<file path="src/rtl/digit_serial_add_sub.sv">
// Digit-serial WIDTH-bit add/sub: one 4-bit ripple slice per clock, LSD first.
// Valid/ready on both sides; flags are loaded with the final digit.
module digit_serial_add_sub #(
  parameter int WIDTH = 16
) (
  input  logic             clk,
  input  logic             rst,
  input  logic             in_valid,
  output logic             in_ready,
  input  logic             sub,
  input  logic [WIDTH-1:0] a,
  input  logic [WIDTH-1:0] b,
  output logic             out_valid,
  input  logic             out_ready,
  output logic [WIDTH-1:0] result,
  output logic             carry_out,
  output logic             overflow,
  output logic             zero
);

  localparam int DIGITS = WIDTH / 4;
  localparam int CW = $clog2(DIGITS);
  localparam logic [CW-1:0] LAST = CW'(DIGITS - 1);

  typedef enum logic [1:0] {
    IDLE,
    RUN,
    DONE
  } state_t;

  state_t state, state_nx;

  logic [DIGITS-1:0][3:0] a_reg;
  logic [DIGITS-1:0][3:0] b_reg;
  logic [DIGITS-1:0][3:0] res_reg;
  logic [DIGITS-1:0][3:0] res_nx;
  logic                   sub_reg;
  logic                   carry_reg;
  logic [CW-1:0]          cnt;

  logic [3:0] a_dig;
  logic [3:0] b_dig;
  logic [3:0] s_dig;
  logic [4:0] rc;
  logic       accept;
  logic       last;

  assign in_ready  = (state == IDLE);
  assign out_valid = (state == DONE);
  assign accept    = in_valid & in_ready;
  assign last      = (state == RUN) & (cnt == LAST);
  assign result    = res_reg;

  assign a_dig = a_reg[cnt];
  assign b_dig = b_reg[cnt] ^ {4{sub_reg}};

  always_comb begin
    rc    = '0;
    s_dig = '0;
    rc[0] = carry_reg;
    for (int i = 0; i < 4; i++) begin
      s_dig[i]  = a_dig[i] ^ b_dig[i] ^ rc[i];
      rc[i+1]   = (a_dig[i] & b_dig[i]) |
                  (rc[i] & (a_dig[i] ^ b_dig[i]));
    end
  end

  // zero must see the fresh top digit, not the stale registered one
  always_comb begin
    res_nx      = res_reg;
    res_nx[cnt] = s_dig;
  end

  always_ff @(posedge clk or posedge rst) begin
    if (rst) state <= IDLE;
    else     state <= state_nx;
  end

  always_comb begin
    state_nx = state;
    unique case (state)
      IDLE:    if (accept)    state_nx = RUN;
      RUN:     if (last)      state_nx = DONE;
      DONE:    if (out_ready) state_nx = IDLE;
      default: state_nx = IDLE;
    endcase
  end

  always_ff @(posedge clk or posedge rst) begin
    if (rst) begin
      a_reg     <= '0;
      b_reg     <= '0;
      res_reg   <= '0;
      sub_reg   <= 1'b0;
      carry_reg <= 1'b0;
      cnt       <= '0;
      carry_out <= 1'b0;
      overflow  <= 1'b0;
      zero      <= 1'b0;
    end else if (accept) begin
      a_reg     <= a;
      b_reg     <= b;
      sub_reg   <= sub;
      carry_reg <= sub;
      cnt       <= '0;
    end else if (state == RUN) begin
      res_reg   <= res_nx;
      carry_reg <= rc[4];
      cnt       <= cnt + 1'b1;
      if (last) begin
        carry_out <= rc[4];
        overflow  <= (a_dig[3] == b_dig[3]) &
                     (s_dig[3] != a_dig[3]);
        zero      <= (res_nx == '0);
      end
    end
  end

endmodule

</file>
<file path="config.mk">
export PLATFORM = sky130hd
export DESIGN_NAME = digit_serial_add_sub
export DESIGN_NICKNAME = d
export VERILOG_FILES = /design/src/rtl/digit_serial_add_sub.sv
export SDC_FILE = /design/constraint.sdc
export NUM_CORES = 1
export LEC_CHECK = 0
export ABC_AREA = 1
export CELL_PAD_IN_SITES_DETAIL_PLACEMENT = 0
export CELL_PAD_IN_SITES_GLOBAL_PLACEMENT = 1
export CORE_ASPECT_RATIO = 1.25
export CORE_UTILIZATION = 37
export DETAILED_ROUTE_END_ITERATION = 7
export PLACE_DENSITY = 0.81
export SYNTH_ARGS = -nofsm -noshare
export SYNTH_HDL_FRONTEND = slang
export SYNTH_SLANG_ARGS = --single-unit
export TNS_END_PERCENT = 100
</file>
<file path="constraint.sdc">
create_clock -name clk -period 4.17 [get_ports clk]
set_input_delay 0.834 -clock clk [delete_from_list [all_inputs] [get_ports clk]]
set_output_delay 0.834 -clock clk [all_outputs]
set_load 0.02 [all_outputs]
</file>
==> results of run 1 <==
==> area by class of cell <==
type | count | area, um2 | share of cell area (%)
Clock inverter | 3 | 65.1 | 1.76
Timing Repair Buffer | 60 | 593 | 16.1
Sequential cell | 57 | 1430 | 38.7
Inverter | 24 | 90.1 | 2.44
Clock buffer | 12 | 145 | 3.93
Tap cell | 92 | 115 | 3.12
Multi-Input combinational cell | 276 | 1250 | 34.0
==> synth_stat cells <==
library cell    n  area, um2
o21ai_1         1       5.00
nor2_2          1       6.26
buf_2           8       40.0
xor2_1          4       35.0
ha_1            5       62.6
buf_6           3       33.8
a31oi_1        12       75.1
o31ai_1         1       7.51
nand3_1        13       65.1
o221ai_1        1       8.76
o21ai_0        17       85.1
nor2_1         31        116
a21oi_1         3       15.0
nand2_1       181        679
dfrtp_1        57       1430
inv_1          21       78.8
inv_2           3       11.3
fa_1            4       80.1
nand2_2         2       12.5
buf_4           2       15.0
==> stage by stage <==
step | instance area [um2] | util, %
floorplan | 2860 | -
global placement | 3480 | 46.7
detailed placement | 3480 | 46.7
CTS | 3690 | 49.5
global route | 3690 | 49.5
finish | 3690 | 49.5
==> cell families after synthesis <==
family / count (synthesis)
AO/OA/AOI/OAI: 35
XOR/XNOR: 4
adder cells (fa/ha/maj): 9
buffers and inverters: 37
flip-flops: 57
AND/OR/NAND/NOR: 228
==> report_power, final <==
| part | switching (mW) | internal (mW) | leakage (nW) | total, mW |
|---|---|---|---|---|
| combinational | 1.28 | 0.771 | 1.05 | 2.06 |
| sequential | 0.182 | 0.825 | 0.694 | 1.01 |
| clock | 0.212 | 0.349 | 0.106 | 0.561 |
==> worst max-delay path, cell delays in order, from the launching register on <==
cell	delay (ps)
dfrtp_1	540
inv_2	170
nand3_1	120
nand2_1	60
xor2_1	150
fa_1	390
fa_1	400
fa_1	360
inv_1	70
fa_1	500
nand2_1	120
nand2_1	60
nor2_1	100
nand2_1	60
nor2_1	120
nand2_1	60
nand2_1	50
==> placed cells by master, fill, tap and decap left out <==
cell type / n
a21oi_1: 3
nor2_2: 1
nor2_1: 31
nand3_1: 13
clkbuf_8: 10
o21ai_1: 1
buf_4: 3
fa_1: 4
dfrtp_1: 57
ha_1: 5
o221ai_1: 1
nand2_2: 2
clkbuf_1: 2
o31ai_1: 1
clkdlybuf4s50_1: 57
xor2_1: 4
inv_1: 20
inv_2: 4
o21ai_0: 17
clkinv_2: 1
nand2_1: 181
a31oi_1: 12
bufinv_16: 2
==> routing by layer <==
layer / track usage [%] / wire (um) / part of all wire (%)
met5: 0 / 0 / 0
met1: 22.7 / 2870 / 45
met3: 5.82 / 253 / 4.0
met4: 7.28 / 162 / 2.5
met2: 30.6 / 3120 / 49
==> worst paths after layout <==
check | from | endpoint | cells past startpoint
max in group asynchronous | rst | b_reg[15] | 3
min in group asynchronous | rst | result[6] | 2
hold / removal | b_reg[10] | b_reg[10] | 2
setup / recovery | cnt[1] | zero | 16
setup reg to reg | cnt[1] | zero | 16
hold reg to reg | b_reg[10] | b_reg[10] | 2
==> results.toml, run 1 <==
[timing]
finalClockSkew_ps = 7.39
worst_slack_ps = 788
setup_violations = 0
fin_tns_setup_ps = 0
hold_slack_ps = 484
fin_crit_ps = 3380
tightestPinTransition_ps = 790
hold_viol = 0
period_share_pct = 81.1
clock.fmax_mhz = 296
max_slew_margin_pct = 47.3
slew_viol_final = 0
rsz0062_at_grt = "no"

[yosys]
synthDistinctLibCells = 20
synth-xor-area-share_pct = 1.23
synth.ff_latch_count = 57
ys_warn_count = 0
synthSimpleGateAreaFrac_pct = 30.8
synth_compound_area_share_pct = 6.87
syn_inst = 370
synth_top_family_by_area = "simple AND/OR/NAND/NOR gates"
syn_nets = 416
yosysSeqAreaShare_pct = 49.9
syn_area_um2 = 2860
synthMuxAreaShare_pct = 0
synthAdderAreaFrac_pct = 4.99
avgSynthCellArea_um2 = 7.73

[place]
place_inst = 509
dpl_worst_slack_ps = 821
hpwl_um = 4680
place_congestion = 0.799
portBuffers = 57

[setup_path]
worstPathRequired_ps = 4440
arrival_ps = 3650
crit_path_max_fanout = 11
path_class = "flip-flop to flip-flop"
r2r_slack_ps = 790
cp-start-kind = "flip-flop"
worst_setup_path_end_kind = "flip-flop"

[global_routing]
grt_util_all_layers_pct = 18.7
grt_max_degree = 39
grt_pass1_vias = 2527
grt_pass1_wl_um = 11400
grt_overflow = 0
antenna_found_initial = 0

[power]
ir_worst_vdd_v = 0.000491
power.density_nw_per_um2 = 983
p_total_mw = 3.62
p_leak_nw = 1.85

[drt]
wl_per_cell_um = 12.2
route.antenna.remaining_nets = 0
dr.pass1.iters = 6
drc = 0
viasPerCell = 4.60
drt_iter0_drc = 97
wl_um = 6400
vias = 2408

[clock_network]
numCtsBuffers = 9
cts_hold_buffers = 0
cts_root_buf = "clkbuf_8"
clk_path_buf_depth = 2
clk_transition_reported_paths_ps = 60
clk_latency_ps = 330
clkSinkCount = 57
cts_setup_buffers = 0
cts.htree.levels = 3
cts_tree = "built"
cts_resized = 0

[floorplanning]
initial_utilization_pct = 38.4
pin_count = 58
die-height_um = 100
num_rows = 35
dieArea_um2 = 8090
die_w_um = 80.6
fp.coreArea_um2 = 7440

[worst_hold_path]
min_path_type = "flip-flop to flip-flop"

[outcome]
outcome = "completed"

[finish]
layout.cells.non_filler = 524
fillers = 774
fin_nets = 474
syn2layout_area_growth_pct = 29.0
antenna_cells = 0
drive_gt1_share_pct = 5.32

[flow_run]
maxCapViolCount = 0
Power figures use the tool's default switching activity.
==> run 2: changes to the inputs <==
==> constraint.sdc (replaced) <==
create_clock -name clk -period 3.2 [get_ports clk]
set_input_delay 0.64 -clock clk [delete_from_list [all_inputs] [get_ports clk]]
set_output_delay 0.64 -clock clk [all_outputs]
set_load 0.02 [all_outputs]
==> run 2 against run 1 <==
Effect of this change: register-to-register slack worse by 640 ps; flip-flop and latch count stayed put; largest cell class unchanged; global-route usage is 0.39 points lower; via count is 2.8% higher; non-clock buffer count is 8 higher; die area stayed put; sequential share of layout area is 0.87 points lower; critical endpoint unchanged; sequential power is 31% higher; first-iteration DRC count is 30% lower; wire length is 3.0% higher; highest routed layer unchanged; critical path type unchanged; critical path depth is 1 higher.
==> results.toml, run 2 (synthesis results as in run 1) <==
[clock_network]
clkSinkCount = 57
clk_path_buf_depth = 2
numCtsBuffers = 9
cts.htree.levels = 3
clk_latency_ps = 340
cts_root_buf = "clkbuf_8"
clk_transition_reported_paths_ps = 60
cts_tree = "built"

[timing]
tightestPinTransition_ps = 524
rsz0062_at_grt = "yes"
hold_viol = 0
slew_viol_final = 0
period_share_pct = 95.4
fin_crit_ps = 3050
clock.fmax_mhz = 328
max_slew_margin_pct = 65.0
setup_violations = 0
finalClockSkew_ps = 6.41
hold_slack_ps = 479
fin_tns_setup_ps = 0

[finish]
syn2layout_area_growth_pct = 32.0
layout_commonest_cell = "nand2_1"
fin_nets = 482
drive_gt1_share_pct = 9.55
final_cell_mix = "nand2_1, dfrtp_1, clkdlybuf4s50_1, nor2_1, inv_1"
antenna_cells = 0
final_cell_area_um2 = 3770

[drt]
route.antenna.remaining_nets = 0
wl_um = 6590
viasPerCell = 4.65
highest_layer = "met4"
dr_wl_met3_um = 259
vias = 2476
drt_iter0_drc = 68
dr.pass1.iters = 4
drc = 0
wl_met2_um = 3340
wl_per_cell_um = 12.4
met1_length_um = 2850

[setup_path]
cp-start-kind = "flip-flop"
path_class = "flip-flop to flip-flop"
arrival_ps = 3330
worstPathRequired_ps = 3480
crit_path_max_fanout = 6
worst_setup_path_end_kind = "flip-flop"

[outcome]
outcome = "completed"

[global_routing]
grt_max_degree = 38
antenna_found_initial = 0
grt_util_all_layers_pct = 18.3
grt_pass1_vias = 2450
grt_pass1_wl_um = 11000
grt_overflow = 0

[place]
hpwl_um = 4980
dpl_cell_area_um2 = 3530
place_congestion = 0.817
portBuffers = 57

[floorplanning]
dieArea_um2 = 8090
die_w_um = 80.6
die-height_um = 100
fp.coreArea_um2 = 7440
pin_count = 58
initial_utilization_pct = 38.4
num_rows = 35

[power]
power.density_nw_per_um2 = 1300
ir_worst_vdd_v = 0.000805
p_leak_nw = 1.89

[worst_hold_path]
min_path_type = "flip-flop to flip-flop"

[flow_run]
maxCapViolCount = 0
## run 2: metrics by stage
| step | power, mW | std cells | setup WS (ps) | util (%) |
|---|---|---|---|---|
| final | 4.91 | 532 | 147 | 50.7 |
| after global placement | 4.06 | 516 | 60.9 | 47.4 |
| after CTS | 4.88 | 532 | 39.8 | 50.5 |
| after global routing | 5.40 | 532 | -34.2 | 50.7 |
| after floorplan | 3.22 | 370 | 20.3 | - |
| after detailed placement | 4.10 | 516 | 12.8 | 47.4 |
## run 2: routing by layer
metal	vias up	global-route usage, %
met4	0	9.62
li1	1281	-
met2	56	31.0
met5	-	0
met3	13	4.36
met1	1126	21.0
## run 2: area by class of cell
cell class | count | area (um2)
clock buffer | 13 | 179
sequential | 57 | 1430
clock inverter | 2 | 35.0
fill | 760 | 3670
timing repair buffer | 68 | 657
multi-input combinational | 276 | 1270
inverter | 24 | 90.1
tap | 92 | 115
## run 2: final timing paths
path                          start         to  slack (ps)  depth (start not counted)
setup / recovery             cnt[0]       zero         150                         17
hold / removal             b_reg[9]   b_reg[9]         480                          2
setup reg to reg             cnt[0]       zero         150                         17
hold reg to reg            b_reg[9]   b_reg[9]         480                          2
max in group asynchronous       rst  a_reg[10]        1920                          3
min in group asynchronous       rst  result[2]         630                          2
## run 2: worst max-delay path: stages (launching register included)
cell and delay (ps):
dfrtp_1 410, buf_6 130, nand2_1 40, nand3_1 80, nand2_1 80, xor2_1 160
fa_2 350, fa_2 350, fa_2 340, inv_2 60, fa_2 490, nand2_2 100
nand2_1 60, nor2_1 110, nand2_1 50, nor2_1 80, nand2_1 60, nand2_1 50
## run 2: what timing repair did
action	4_1_cts	5_1_grt
hold endpoints to repair	0	0
endpoints found under the setup margin	1	1
hold buffers	0	0
resized for setup	5	6
buffers inserted	1	0
pin swaps	1	2
## run 2: where the power goes
part	total, mW	switching, mW	internal [mW]
Sequential	1.32	0.240	1.08
Clock	0.719	0.280	0.439
Combinational	2.88	1.74	1.13
